## src/rtl/kernel_window_ctrl.sv

```systemverilog
// kernel_window_ctrl: line-buffered 3x3 window sequencer for the kernel filter.
// Optional `KWC_FRAME_CNT_EN adds a 16-bit wrapping completed-frame counter.
module kernel_window_ctrl #(
  parameter int DATA_SIZE  = 8,
  parameter int IMG_W      = 16,
  parameter int IMG_H      = 16,
  parameter int KERNEL_SEL = 2
) (
  input  logic                              i_clk,
  input  logic                              i_nrst,
  input  logic                              i_start,
  input  logic [KERNEL_SEL-1:0]             i_cfg_sel,
  input  logic                              i_pix_valid,
  input  logic [DATA_SIZE-1:0]              i_pix_data,
  output logic                              o_pix_ready,
  output logic                              o_flt_valid,
  output logic [2:0][2:0][DATA_SIZE-1:0]    o_flt_window,
  output logic [KERNEL_SEL-1:0]             o_flt_cfg,
  input  logic                              i_flt_res_valid,
  output logic                              o_busy,
  output logic                              o_frame_done
`ifdef KWC_FRAME_CNT_EN
  ,
  output logic [15:0]                       o_frame_cnt
`endif
);

  localparam int RES_MAX = (IMG_W - 2) * (IMG_H - 2);
  localparam int CW = $clog2(IMG_W);
  localparam int RW = $clog2(IMG_H);
  localparam int NW = $clog2(RES_MAX + 1);

  localparam logic [CW-1:0] COL_LAST = CW'(IMG_W - 1);
  localparam logic [RW-1:0] ROW_LAST = RW'(IMG_H - 1);
  localparam logic [NW-1:0] RES_TGT  = NW'(RES_MAX);

  typedef logic [2:0][2:0][DATA_SIZE-1:0] win_t;

  typedef enum logic [1:0] {
    S_IDLE,
    S_RUN,
    S_DRAIN,
    S_DONE
  } state_t;

  state_t                state_q, state_d;
  logic [KERNEL_SEL-1:0] cfg_q, cfg_d;
  logic [CW-1:0]         col_q, col_d;
  logic [RW-1:0]         row_q, row_d;
  logic [NW-1:0]         res_q, res_d;
  win_t                  win_q, win_d;
  win_t                  owin_q, owin_d;
  logic                  fvalid_q, fvalid_d;
  logic                  ready_q, ready_d;
  logic                  busy_q, busy_d;
  logic                  done_q, done_d;
  logic                  xfer;

  logic [DATA_SIZE-1:0]  lb0_q [IMG_W];
  logic [DATA_SIZE-1:0]  lb1_q [IMG_W];

  // Next-state, counters, window shift and registered output decode.
  always_comb begin
    state_d  = state_q;
    cfg_d    = cfg_q;
    col_d    = col_q;
    row_d    = row_q;
    res_d    = res_q;
    win_d    = win_q;
    owin_d   = owin_q;
    fvalid_d = 1'b0;
    xfer     = ready_q & i_pix_valid;

    if ((state_q == S_RUN || state_q == S_DRAIN) &&
        i_flt_res_valid && res_q != RES_TGT) begin
      res_d = res_q + NW'(1);
    end

    unique case (state_q)
      S_IDLE: begin
        if (i_start) begin
          state_d = S_RUN;
          cfg_d   = i_cfg_sel;
          col_d   = '0;
          row_d   = '0;
          res_d   = '0;
        end
      end
      S_RUN: begin
        if (xfer) begin
          for (int r = 0; r < 3; r++) begin
            win_d[r][0] = win_q[r][1];
            win_d[r][1] = win_q[r][2];
          end
          win_d[0][2] = lb1_q[col_q];
          win_d[1][2] = lb0_q[col_q];
          win_d[2][2] = i_pix_data;
          if (row_q >= RW'(2) && col_q >= CW'(2)) begin
            fvalid_d = 1'b1;
            owin_d   = win_d;
          end
          if (col_q == COL_LAST) begin
            col_d = '0;
            row_d = row_q + RW'(1);
            if (row_q == ROW_LAST) state_d = S_DRAIN;
          end else begin
            col_d = col_q + CW'(1);
          end
        end
      end
      S_DRAIN: begin
        if (res_d == RES_TGT) state_d = S_DONE;
      end
      S_DONE: state_d = S_IDLE;
      default: state_d = S_IDLE;
    endcase

    ready_d = (state_d == S_RUN);
    busy_d  = (state_d != S_IDLE);
    done_d  = (state_d == S_DONE);
  end

  // Control state, counters, shift window and output registers.
  always_ff @(posedge i_clk or negedge i_nrst) begin
    if (!i_nrst) begin
      state_q  <= S_IDLE;
      cfg_q    <= '0;
      col_q    <= '0;
      row_q    <= '0;
      res_q    <= '0;
      win_q    <= '0;
      owin_q   <= '0;
      fvalid_q <= 1'b0;
      ready_q  <= 1'b0;
      busy_q   <= 1'b0;
      done_q   <= 1'b0;
    end else begin
      state_q  <= state_d;
      cfg_q    <= cfg_d;
      col_q    <= col_d;
      row_q    <= row_d;
      res_q    <= res_d;
      win_q    <= win_d;
      owin_q   <= owin_d;
      fvalid_q <= fvalid_d;
      ready_q  <= ready_d;
      busy_q   <= busy_d;
      done_q   <= done_d;
    end
  end

  // Line buffers hold the two previous rows; stale data never reaches a window.
  always_ff @(posedge i_clk) begin
    if (state_q == S_RUN && xfer) begin
      lb1_q[col_q] <= lb0_q[col_q];
      lb0_q[col_q] <= i_pix_data;
    end
  end

`ifdef KWC_FRAME_CNT_EN
  logic [15:0] fcnt_q, fcnt_d;

  // Completed-frame counter, wraps naturally at 16 bits.
  always_comb begin
    fcnt_d = fcnt_q;
    if (done_d) fcnt_d = fcnt_q + 16'd1;
  end

  // Frame counter register.
  always_ff @(posedge i_clk or negedge i_nrst) begin
    if (!i_nrst) fcnt_q <= '0;
    else         fcnt_q <= fcnt_d;
  end

  assign o_frame_cnt = fcnt_q;
`endif

  assign o_pix_ready  = ready_q;
  assign o_flt_valid  = fvalid_q;
  assign o_flt_window = owin_q;
  assign o_flt_cfg    = cfg_q;
  assign o_busy       = busy_q;
  assign o_frame_done = done_q;

endmodule

```

## config.mk

```make
export PLATFORM = sky130hd
export DESIGN_NAME = kernel_window_ctrl
export DESIGN_NICKNAME = d
export VERILOG_FILES = /design/src/rtl/kernel_window_ctrl.sv
export SDC_FILE = /design/constraint.sdc
export NUM_CORES = 1
export LEC_CHECK = 0
export BUFFER_PORTS_ARGS = -buffer_cell sky130_fd_sc_hd__buf_2
export CAP_MARGIN = 5
export CORE_MARGIN = 4
export CORE_UTILIZATION = 30
export DETAILED_ROUTE_END_ITERATION = 7
export GPL_TIMING_DRIVEN = 0
export PLACE_DENSITY = 0.52
export SLEW_MARGIN = 20
export SYNTH_ARGS = -nofsm -noshare
export SYNTH_HDL_FRONTEND = slang
export SYNTH_SLANG_ARGS = --single-unit
export TNS_END_PERCENT = 100
```

## constraint.sdc

```tcl
create_clock -name i_clk -period 2.9 [get_ports i_clk]
set_input_delay 0.58 -clock i_clk [delete_from_list [all_inputs] [get_ports i_clk]]
set_output_delay 0.58 -clock i_clk [all_outputs]
set_load 0.05 [all_outputs]
```

# --- After elaboration in Yosys (flattened, before gate mapping) ---
# Memories as Yosys holds them, arrays and structs flattened.
# Cells that the tools add are included.
totals:
  reg_bits: 144
  mem_bits_rw: 256
  output_inout_bits: 78
  elab_cells: 78
  mem_count: 2
memory_table:
  columns: ["memory", "words", "word_bits", "read_ports", "rd_ports_with_merged_regs", "write_ports", "line_no", "text"]
  rows:
  - ["lb0_q", 16, 8, 1, 0, 1, "59", "logic [DATA_SIZE-1:0] lb0_q [IMG_W];"]
  - ["lb1_q", 16, 8, 1, 0, 1, "60", "logic [DATA_SIZE-1:0] lb1_q [IMG_W];"]
op_classes:
  add_sub_neg: 3
  n_lt_le_gt_ge: 2
  eq_ne: 12
  n_mux: 21
  bitwise_logic: 1
  n_reduce_logical: 13
op_table:
  columns: ["operator", "count"]
  rows:
  - ["8-bit 2-to-1 mux", 3]
  - ["4-bit 2-to-1 mux", 5]
  - ["4-bit one-hot mux with 2 select lines", 2]
  - ["2-bit 2-to-1 mux", 5]
  - ["4-bit by 1-bit adder with 4-bit output, second input constant", 2]
  - ["8-bit by 1-bit adder with 8-bit output, second input constant", 1]
  - ["4-bit equality test, second input constant", 2]
  - ["8-bit equality test, second input constant", 1]
  - ["4-bit by 2-bit greater-or-equal comparator with 1-bit output, second input constant", 2]
  - ["8-bit inequality test, second input constant", 1]
  - ["2-bit one-hot mux with 4 select lines", 1]
  - ["2-bit equality test, second input constant", 3]
  - ["3-bit AND reduction", 2]
  - ["1-bit 2-to-1 mux", 5]
  - ["2-bit by 1-bit equality test with 1-bit output, second input constant", 2]
  - ["1-bit logical AND", 4]
  - ["2-bit inequality test, second input constant", 2]
  - ["2-bit AND reduction", 2]
  - ["4-bit AND reduction", 1]
  - ["2-bit nonzero test", 2]
  - ["2-bit logical NOT", 1]
  - ["2-bit by 1-bit inequality test with 1-bit output, second input constant", 1]
  - ["1-bit AND", 1]
  - ["1-bit logical OR", 1]

# --- Depth between registers and ports, before layout ---
# Gate-level depths: netlist of the first run.
logic_depth:
  word_depth: 9
  mapped_depth: 13
  mapped_depth_nobuf: 7

# --- Worst setup path before layout of the first run ---
# No wires, ideal clock.
synth_path:
  kind: "register to register"
  startpoint: "register ready_q, in the netlist o_pix_ready"
  endpoint: "memory lb0_q[0][0] (enable)"
  setup_ns: 0.388
  t_arrival_ns: 2.051
  required_ns: 2.512
  setup_slack_ns: 0.460
  stages_incl_launch_ff: 5
  n_path_buf: 0
  synth_period_minus_slack_ns: 2.440
  path_cell_list: "dfrtp_1 -> nand2_1 -> nor2_1 -> nand2_1 -> nor2_1"
synth_between:
  elab_chain_len: 4
synth_lines:
  columns: ["item", "line_no", "text"]
  rows:
  - ["start, declared", "54", "logic ready_q, ready_d;"]
  - ["start signal, assigned", "146", "ready_q <= ready_d;"]
  - ["1-bit AND", "72", "xfer = ready_q & i_pix_valid;"]
  - ["1-bit logical AND", "154", "if (state_q == S_RUN && xfer) begin"]
  - ["1-bit 2-to-1 mux", "154", null]
  - ["1-bit 2-to-1 mux (not written as such)", "156", "lb0_q[col_q] <= i_pix_data;"]
  - ["end, declared", "59", null]
# No other way between the ends.

# --- Final worst setup path of the first run ---
layout_path:
  startpoint: "register col_q[1]"
  endpoint: "memory lb1_q[8][3], data pin"
layout_between:
  elab_chain_len: 1
layout_lines:
  columns: ["item", "line_no", "text"]
  rows:
  - ["start, declared", "48", "logic [CW-1:0] col_q, col_d;"]
  - ["start signal, assigned", "140", "col_q <= col_d;"]
  - ["memory 16 x 8 bit", null, null]
  - ["end, declared", "60", null]
# No other way between the ends.

==> results of run 1 <==
-- layout make-up --
| type | count | area, um2 | share of cell area |
|---|---|---|---|
| Buffer | 55 | 313 | 0.0168 |
| Tap cell | 680 | 851 | 0.0458 |
| Clock buffer | 54 | 1130 | 0.0607 |
| Inverter | 14 | 52.6 | 0.00283 |
| Multi-Input combinational cell | 594 | 4100 | 0.220 |
| Clock inverter | 23 | 145 | 0.00781 |
| Timing Repair Buffer | 109 | 711 | 0.0382 |
| Sequential cell | 400 | 11300 | 0.608 |
-- synth_stat cells, types with 3 or more instances --
cell and n:
nand2_1 358, edfxtp_1 256, dfrtp_1 144, mux4_2 64, nor2_1 31, clkbuf_1 26
o21ai_1 16, buf_2 15, a22oi_1 14, inv_1 13, a21oi_1 12, ha_1 11
buf_6 10, a22o_1 9, a221oi_2 8, o21ai_0 6, nand3_1 5, nand4_1 5
nand2b_1 4, nor3_1 4, xnor2_1 4, xor2_1 4, a21o_1 3, and2_1 3
nor2b_1 3, or3_1 3
-- metrics by stage --
step / setup TNS (ns) / total power [mW] / setup slack, ns / cells / instance area, um2
after global routing: 0 / 16.9 / 0.0144 / 1929 / 18600
after floorplan: 0 / 9.78 / 0.460 / 1063 / 15700
after CTS: 0 / 16.3 / 0.0135 / 1929 / 18600
final: 0 / 16.1 / 0.164 / 1929 / 18600
after detailed placement: -37.52 / 11.2 / -0.291 / 1851 / 17300
after global placement: -337.93 / 11.1 / -0.918 / 1835 / 17000
-- how the worst max path moves through the flow --
stage	to	startpoint	cells past startpoint	slack, ns
final	lb1_q[8][3]	col_q[1]	6	0.16
after global routing	o_flt_window[45]	col_q[1]	8	0.01
after CTS	lb1_q[11][4]	col_q[1]	5	0.01
after detailed placement	lb1_q[12][0]	col_q[1]	5	-0.29
after global placement	lb1_q[0][5]	state_q[1]	7	-0.92
after floorplan	lb0_q[0][0]	o_pix_ready	4	0.46
-- registers in the layout (all words and copies together) (netlist names) --
register / count
win_q: 48
o_flt_window: 72
res_q: 8
o_pix_ready: 1
lb1_q: 128
o_flt_cfg: 2
state_q: 2
row_q: 4
o_frame_done: 1
col_q: 4
o_busy: 1
o_flt_valid: 1
lb0_q: 128
-- report_power, final --
part / total [mW] / internal (mW) / switching (mW) / leakage [nW]
Sequential: 7.29 / 7.00 / 0.290 / 4.24
Clock: 5.03 / 2.84 / 2.19 / 0.624
Combinational: 3.77 / 1.30 / 2.48 / 2.62
Total: 16.1 / 11.1 / 4.95 / 7.48
-- kinds of logic after synthesis --
kind of cell | after synthesis
multiplexers | 68
adder cells (fa/ha/maj) | 11
buffers and inverters | 69
flip-flops | 400
AND/OR/NAND/NOR | 428
XOR/XNOR | 8
AO/OA/AOI/OAI | 79
-- routing by layer --
metal / part of all wire / wire length [um]
met1: 0.46 / 16900
met2: 0.48 / 17400
met3: 0.036 / 1320
met4: 0.022 / 803
met5: 0 / 0
-- timing repair --
item | in CTS | in global routing
hold endpoints to repair | 54 | 0
setup buffers | 0 | 0
hold buffers | 1 | 0
setup endpoints to repair | 328 | 102
resized for setup | 8 | 10
==> results by group, run 1 <==
Yosys
  – Post-Synth Adder-Cell Area: 0.00879
  – Synth Area in Compound Gates: 0.0383
  – Main combinational cell family by area after synthesis: simple AND/OR/NAND/NOR gates
  – XOR/XNOR Fraction of Synth Area: 0.00447
  – Top post-synthesis cells by area: edfxtp_1 (49%), dfrtp_1 (23%), mux4_2 (9.2%)
  – Post-synth EDFFs: 256
  – Post-synth ARST share: 0.360
  – Post-Syn Instances: 1,063
  – Synth Area in Simple Gates: 0.109
  – Yosys top cell by area: edfxtp_1
  – Synth warn: 0
  – Synth Flop Type: edfxtp_1
  – Mapped Nets: 1,089
  – Mapped Avg Cell Area: 14.7 um2
  – Yosys top cell area share: 0.491
  – Mux share of post-synthesis cell area: 0.0948
  – Synthesized flop and latch total: 400
  – Unique masters post-synth: 51
  – Synthesized area: 15,700 um2
  – Sequential-to-total area share from yosys stat: 0.721

Worst setup path
  – Critical path class: reg -> reg
  – Cell mode on critical path: buf_2
  – CP max FO: 18
  – Reg-to-Reg End: lb1_q[8][3]
  – CP max-delay cell: dfrtp_1
  – WP data arrival: 2.89 ns
  – Worst Reg-to-Reg Cells: 6
  – CP endpoint kind: register
  – Worst path max stage delay: 0.38 ns
  – CP required: 3.06 ns
  – Largest delay share family, worst path: buffers and inverters
  – FF-to-FF setup slack: 0.16 ns
  – WP buf/inv: 3
  – Worst r2r src: col_q[1]
  – Startpoint Class: register
  – Critical path, cell by cell: clkbuf_1 > buf_2 > buf_2 > mux4_2 > a22oi_1 > nand2_2

Placement
  – Port Buffer Count: 92
  – Dpl hpwl: 24,800 um
  – GPL Wtd Cong: 0.755

Power and ir drop
  – Worst VDD drop: 0.000588 V
  – Pleak: 7.48 nW
  – PwrDens: 866 nW/um2

Route
  – DRC: 0
  – Pre-antenna DRT Iters: 4
  – Via total after detailed routing: 8,915
  – Antenna viol nets, final: 0
  – First DRT Iteration DRCs: 680
  – Ratio of routed vias to standard cells: 4.62
  – Final wirelength: 36,400 um
  – Drt wl/cell: 18.9 um

Timing
  – Final Hold Viols: 0
  – Hold WS: 0.272 ns
  – Tightest Pin Transition: 0.756 ns
  – RSZ-0062 raised after global routing: false
  – Final setup viols: 0
  – Crit path time final: 2.74 ns
  – Skew final: 0.0221 ns
  – Max-slew violations: 0
  – Tcrit/Tclk final: 0.944
  – Slew headroom: 0.494
  – Fmax: 365 MHz

Global route
  – Grt peak-use layer: met2
  – Vias in the first global route: 9,238
  – Largest net degree at the start of global routing: 91
  – M1 GR Usage: 0.181
  – Initial antenna violation count: 0
  – Global-route wire length before repair: 56,300 um
  – Met3 usage: 0.0225
  – Total congestion overflow: 0
  – Routing usage on met2: 0.210
  – All-Layer GR Usage: 0.129

Finish
  – Commonest non-fill, non-tap cell in the layout: nand2_1
  – Filler Cell Count: 5,049
  – Final core utilization: 0.361
  – # diodes: 0
  – Most frequent cells in the layout: nand2_1 (351), edfxtp_1 (256), dfrtp_1 (144), buf_2 (106), mux4_2 (64)
  – Area Growth Syn to Fin: 18.7%
  – Share of cells above drive strength 1: 0.239
  – Nets@finish: 1,242

Die
  – Cell Rows: 83
  – Core Box Area: 51,500 um2
  – Die area: 55,900 um2
  – Die X-Extent: 236 um
  – DIE HEIGHT: 236 um
  – Starting Density: 0.304
  – I/O pin cnt: 93

CTS
  – Clock Tree Root: clkbuf_16
  – CTS tree: done
  – Later-pin clock latency in the skew report: 0.54 ns
  – CTS H-Tree Depth: 2
  – CTS clk-pin slew, worst paths: 0.06 ns
  – Max Buffers Root-to-Sink: 3
  – Cts bufs inserted: 42
  – Clk sinks: 400

Worst hold path
  – Worst Hold Path EP: o_flt_cfg[1]
  – Worst hold path startpoint: i_cfg_sel[1]
  – Hold WC Path Type: in -> reg
  – Hold path cells: 2

Status
  – Status: complete, no violations

Run
  – Max cap viols: 0
Note: power is estimated with default switching activity, not from simulation.
==> run 2, diff against run 1 <==
--- a/config.mk
+++ b/config.mk
@@ -12,6 +12,7 @@
 export DETAILED_ROUTE_END_ITERATION = 7
 export GPL_TIMING_DRIVEN = 0
 export PLACE_DENSITY = 0.52
+export REMOVE_ABC_BUFFERS = 1
 export SLEW_MARGIN = 20
 export SYNTH_ARGS = -nofsm -noshare
 export SYNTH_HDL_FRONTEND = slang
==> run 2 against run 1 <==
Compared with the run above: clock skew is 0.0090 ns lower; sequential share of layout area is 0.96 points lower; wire length is 2.6% higher; power is 2.9% higher; via count is 1.1% lower; clock power is 13% higher; maximum frequency is 2.1% higher; design area is 1.7% higher; largest cell class unchanged; setup slack better by 0.057 ns; worst hold slack worse by 0.035 ns; flip-flop and latch count stayed put; critical path depth is 1 higher.
==> results by group, run 2 (synthesized netlist as in run 1, its figures left out) <==
Timing
  – Tcrit/Tclk final: 0.924 (-0.0198)
  – Crit path time final: 2.68 ns (-0.0573 ns)
  – Tightest Pin Transition: 0.766 ns (+0.00978 ns)
  – Final setup viols: 0 (unchanged)
  – RSZ-0062 raised after global routing: false
  – Final setup margin: 0.221 ns (+0.0573 ns)
  – Final Hold Viols: 0 (unchanged)
  – Skew final: 0.0130 ns (-0.00901 ns)
  – Slew headroom: 0.488 (-0.00587)
  – Fmax: 373 MHz (+2.1%)
  – Max-slew violations: 0 (unchanged)

Global route
  – Largest net degree at the start of global routing: 84 (-7.7%)
  – Global-route wire length before repair: 57,300 um (+1.6%)
  – All-Layer GR Usage: 0.134 (+0.00444)
  – Vias in the first global route: 9,071 (-1.8%)
  – Initial antenna violation count: 0 (unchanged)
  – Total congestion overflow: 0 (unchanged)

Die
  – DIE HEIGHT: 236 um (unchanged)
  – I/O pin cnt: 93 (unchanged)
  – Die area: 55,900 um2 (unchanged)
  – Cell Rows: 83 (unchanged)
  – Die X-Extent: 236 um (unchanged)
  – Core Box Area: 51,500 um2 (unchanged)
  – Starting Density: 0.304 (unchanged)

Placement
  – GPL Wtd Cong: 0.718 (-4.9%)
  – Placed insts: 1,799 (-2.8%)
  – Placement Cell Area: 17,300 um2 (about the same)
  – Setup slack at placement: -0.603 ns (-0.313 ns)
  – Port Buffer Count: 92 (unchanged)
  – Dpl hpwl: 21,600 um (-13%)

CTS
  – Later-pin clock latency in the skew report: 0.59 ns (+0.05 ns)
  – Clk sinks: 400 (unchanged)
  – Max Buffers Root-to-Sink: 3 (unchanged)
  – CTS H-Tree Depth: 2 (unchanged)
  – CTS tree: done
  – Cts bufs inserted: 46 (+9.5%)
  – Clock Tree Root: clkbuf_16
  – CTS clk-pin slew, worst paths: 0.06 ns (about the same)

Finish
  – Share of cells above drive strength 1: 0.250 (+0.0102)
  – Most frequent cells in the layout: nand2_1 (353), edfxtp_1 (256), dfrtp_1 (142), buf_2 (91), mux4_2 (64)
  – # diodes: 0 (unchanged)
  – Final core utilization: 0.367 (+0.00605)
  – Commonest non-fill, non-tap cell in the layout: nand2_1
  – Area Growth Syn to Fin: 20.7%
  – Final Cell Area: 18,900 um2 (+1.7%)
  – Post-Layout Cell Count: 1,894 (-1.8%)
  – Nets@finish: 1,202 (-3.2%)

Worst setup path
  – WP data arrival: 2.89 ns (about the same)
  – Startpoint Class: register
  – Critical path class: reg -> reg
  – CP max FO: 24 (+6)
  – CP required: 3.12 ns (+0.06 ns)
  – CP endpoint kind: register

Route
  – Ratio of routed vias to standard cells: 4.66 (+0.74%)
  – Antenna viol nets, final: 0 (unchanged)
  – Drt wl/cell: 19.7 um (+4.5%)
  – First DRT Iteration DRCs: 663 (-2.5%)
  – Pre-antenna DRT Iters: 5 (+1)
  – DRC: 0 (unchanged)
  – Final wirelength: 37,400 um (+2.6%)
  – Via total after detailed routing: 8,818 (-1.1%)

Worst hold path
  – Hold WC Path Type: in -> reg

Power and ir drop
  – Worst VDD drop: 0.000669 V (+14%)
  – Sw Share: 0.301 (-0.00701)
  – Comb power frac: 0.211 (-0.023)
  – Sequential power share: 0.446 (-0.007)
  – Clock share of power: 0.343 (+0.030)
  – PwrDens: 877 nW/um2 (+1.2%)
  – Pleak: 7.54 nW (+0.72%)
  – Internal: 11.6 mW (+4.0%)
  – Psw: 4.98 mW (+0.59%)

Run
  – Max cap viols: 0 (unchanged)

Status
  – Status: complete, no violations
-- run 2: changes by cell type in the layout (fill, tap and decap cells not counted), sizes merged --
cell	previous run	this run
or3	3	4
buf	136	117
clkbuf	81	58
clkinvlp	1	2
bufinv	1	2
inv	16	21
nor2	31	32
clkinv	19	17
-- run 2: area by class of cell --
type | count | area, um2
sequential | 400 | 11300
timing repair buffer | 118 | 1020
inverter | 14 | 68.8
fill | 4950 | 32600
tap | 680 | 851
multi-input combinational | 596 | 4180
clock buffer | 58 | 1220
clock inverter | 28 | 264
-- run 2: stage by stage --
| stage | hold WS [ns] | setup TNS (ns) | total power, mW |
|---|---|---|---|
| after floorplan | 0.284 | -695.05 | 9.73 |
| after global placement | 0.451 | -2109.13 | 10.6 |
| after detailed placement | 0.458 | -88.43 | 11.0 |
| after CTS | 0.189 | 0 | 16.8 |
| after global routing | 0.211 | 0 | 17.5 |
| final | 0.237 | 0 | 16.6 |
-- run 2: final timing paths --
path / from / endpoint / slack (ns) / depth (start not counted)
min in group asynchronous: i_nrst / o_flt_window[52] / 0.50 / 2
max in group asynchronous: i_nrst / o_flt_window[6] / 1.60 / 3
min reg2reg: win_q[35] / o_flt_window[27] / 0.46 / 2
max reg2reg: state_q[1] / lb0_q[10][1] / 0.22 / 7
min: i_cfg_sel[0] / o_flt_cfg[0] / 0.24 / 2
max: state_q[1] / lb0_q[10][1] / 0.22 / 7
-- run 2: timing repair --
item,4_1_cts,5_1_grt
cloned,2,0
setup buffers,4,2
pin swaps,3,1
hold buffers,1,0
gates resized for setup,5,7
endpoints found under the setup margin,300,195
hold endpoints to repair,61,0
-- run 2: critical path, stage by stage (launching register included) --
cell	delay, ns
dfrtp_1	0.39
inv_1	0.10
ha_2	0.29
inv_1	0.21
nor2_4	0.18
buf_12	0.19
nand2_1	0.28
nor2_4	0.66
-- run 2: power by group through the flow --
stage / Combinational (mW) / Sequential [mW] / Clock, mW
CTS: 3.57 / 7.39 / 5.85
detailed placement: 3.51 / 7.51 / 0
global placement: 2.90 / 7.72 / 0
global route: 3.90 / 7.45 / 6.10
floorplan: 2.07 / 7.66 / 0
finish: 3.49 / 7.39 / 5.69
-- run 2: layer usage --
metal / global-route usage / wire (um) / vias to the layer above
met5: 0 / 0 / -
li1: - / - / 4059
met2: 0.213 / 17500 / 179
met3: 0.0288 / 1740 / 56
met4: 0.0359 / 804 / 0
met1: 0.187 / 17300 / 4524
==> run 3, diff against run 2 <==
--- a/config.mk
+++ b/config.mk
@@ -8,10 +8,10 @@
 export BUFFER_PORTS_ARGS = -buffer_cell sky130_fd_sc_hd__buf_2
 export CAP_MARGIN = 5
 export CORE_MARGIN = 4
-export CORE_UTILIZATION = 30
+export CORE_UTILIZATION = 50
 export DETAILED_ROUTE_END_ITERATION = 7
 export GPL_TIMING_DRIVEN = 0
-export PLACE_DENSITY = 0.52
+export PLACE_DENSITY = 0.75
 export REMOVE_ABC_BUFFERS = 1
 export SLEW_MARGIN = 20
 export SYNTH_ARGS = -nofsm -noshare
==> run 3 against run 2 <==
Compared with the run above: the flow now finishes with violations (negative hold slack); count of clock-buffer cells in the layout down 5; sequential share of layout area up 1.6 points; clock skew up 0.0036 ns; final cell count down 15%; register-to-register slack about the same; clock power down 4.7%; core utilization up 23 points; largest cell class unchanged; highest routed layer unchanged.
==> results by group, run 3 (synthesized netlist as in run 1, its figures left out) <==
Finish
  – # diodes: 0 (unchanged)
  – Commonest non-fill, non-tap cell in the layout: nand2_1
  – Most frequent cells in the layout: nand2_1 (355), edfxtp_1 (256), dfrtp_1 (142), buf_2 (91), mux4_2 (64)
  – Nets@finish: 1,206 (+0.33%)
  – Final Cell Area: 18,400 um2 (-2.5%)
  – Final core utilization: 0.599 (+0.232)
  – Area Growth Syn to Fin: 17.6%
  – Share of cells above drive strength 1: 0.246 (-0.00351)

Global route
  – Total congestion overflow: 0 (unchanged)
  – Initial antenna violation count: 0 (unchanged)
  – All-Layer GR Usage: 0.197 (+0.0637)
  – Global-route wire length before repair: 51,800 um (-9.6%)
  – Vias in the first global route: 9,139 (+0.75%)
  – Largest net degree at the start of global routing: 79 (-6.0%)

Route
  – Metal1 wirelength: 13,500 um (-22%)
  – Routed met3 length: 2160 um (+24%)
  – DR WL met2: 16,800 um (-3.9%)
  – Ratio of routed vias to standard cells: 5.57 (+20%)
  – Top sig layer: met4
  – First DRT Iteration DRCs: 754 (+14%)
  – DRC: 0 (unchanged)
  – Pre-antenna DRT Iters: 5 (unchanged)
  – Final wirelength: 33,400 um (-11%)
  – Antenna viol nets, final: 0 (unchanged)
  – Via total after detailed routing: 8,957 (+1.6%)
  – Drt wl/cell: 20.8 um (+5.4%)

Timing
  – Final setup viols: 0 (unchanged)
  – Tightest Pin Transition: 0.820 ns (+0.0538 ns)
  – RSZ-0062 raised after global routing: false
  – Skew final: 0.0166 ns (+0.00359 ns)
  – Final setup margin: 0.221 ns (+0.000325 ns)
  – Tcrit/Tclk final: 0.924 (about the same)
  – Slew headroom: 0.452 (-0.0358)
  – Max-slew violations: 0 (unchanged)
  – Crit path time final: 2.68 ns (-0.000325 ns)
  – Hold WS: -0.00504 ns (-0.242 ns)
  – Fmax: 373 MHz (about the same)
  – Final Hold Viols: 4 (+4)

Die
  – Die X-Extent: 185 um (-22%)
  – I/O pin cnt: 93 (unchanged)
  – Die area: 34,200 um2 (-39%)
  – Starting Density: 0.509 (+0.205)
  – Cell Rows: 64 (-23%)
  – Core Box Area: 30,700 um2 (-40%)
  – DIE HEIGHT: 185 um (-22%)

Status
  – Status: complete, but fails checks
  – Failing checks: negative hold slack

Worst setup path
  – CP max FO: 65 (+170%)
  – CP endpoint kind: register
  – CP required: 3.36 ns (+0.24 ns)
  – WP data arrival: 3.14 ns (+0.25 ns)
  – Critical path class: reg -> reg
  – Startpoint Class: register

Placement
  – Setup slack at placement: -0.107 ns (+0.497 ns)
  – Port Buffer Count: 92 (unchanged)
  – Placement Cell Area: 16,700 um2 (-3.0%)
  – Dpl hpwl: 19,100 um (-11%)
  – GPL Wtd Cong: 0.779 (+8.5%)

CTS
  – Cts bufs inserted: 42 (-8.7%)
  – CTS H-Tree Depth: 2 (unchanged)
  – CTS clk-pin slew, worst paths: 0.06 ns (about the same)
  – Later-pin clock latency in the skew report: 0.53 ns (-0.06 ns)
  – Clock Tree Root: clkbuf_16
  – CTS tree: done
  – Max Buffers Root-to-Sink: 3 (unchanged)
  – Clk sinks: 400 (unchanged)

Power and ir drop
  – PwrDens: 881 nW/um2 (+0.44%)
  – Worst VDD drop: 0.000726 V (+8.4%)
  – Pleak: 7.51 nW (-0.33%)
  – Power Total: 16.2 mW (-2.1%)

Run
  – Max cap viols: 0 (unchanged)

Worst hold path
  – Hold WC Path Type: in -> async
[run 3: cell types whose count changed in the layout (fill, tap and decap cells not counted), moves of 3 or more]
cell,delta
buf_12,+4
buf_4,+10
nor2_2,-3
bufinv_16,+4
buf_16,-8
clkinv_2,-3
clkbuf_16,-3
inv_6,-3
buf_6,+5
[run 3: path summary, 6_finish.rpt]
path	start	endpoint	slack [ns]	depth (start not counted)
min in group i_clk	i_cfg_sel[1]	o_flt_cfg[1]	0.29	2
min reg2reg	win_q[12]	o_flt_window[4]	0.46	2
max reg2reg	state_q[1]	o_flt_window[8]	0.22	8
max	state_q[1]	o_flt_window[8]	0.22	8
max in group asynchronous	i_nrst	col_q[0]	2.12	2
min	i_nrst	o_flt_window[25]	-0.005	1
[run 3: cell type report]
type / instances / area (um2)
Tap cell: 396 / 495
Fill cell: 2274 / 12300
Inverter: 14 / 57.6
Timing Repair Buffer: 128 / 997
Clock inverter: 22 / 277
Clock buffer: 53 / 1120
Multi-Input combinational cell: 594 / 4170
Sequential cell: 400 / 11300
[run 3: through the flow]
| step | instances | TNS, ns |
|---|---|---|
| floorplan | 1008 | -695.05 |
| global placement | 1496 | -1755.31 |
| detailed placement | 1513 | -2.37 |
| CTS | 1588 | -0.106 |
| global route | 1607 | 0 |
| finish | 1607 | 0 |
[run 3: what timing repair did]
item | 4_1_cts | 5_1_grt
gates resized for setup | 6 | 5
hold buffers | 0 | 0
pin swaps | 1 | 7
setup buffers | 0 | 19
endpoints found under the setup margin | 45 | 272
[run 3: report_power, final]
part,internal [mW],switching [mW]
Combinational,1.34,2.06
Sequential,7.01,0.381
Clock,3.29,2.13
[run 3: routing by layer]
layer	global-route usage	up-vias
li1	-	4048
met2	0.333	357
met4	0.0608	0
met1	0.268	4490
met3	0.0310	62
met5	0	-
[run 3: worst max-delay path: stages, from the launching register on]
cell and delay (ns):
dfrtp_1 0.40, inv_1 0.11, ha_1 0.35, nand3_4 0.19
or3_4 0.58, buf_16 0.24, inv_6 0.44, nand2_1 0.13
nand2_1 0.08
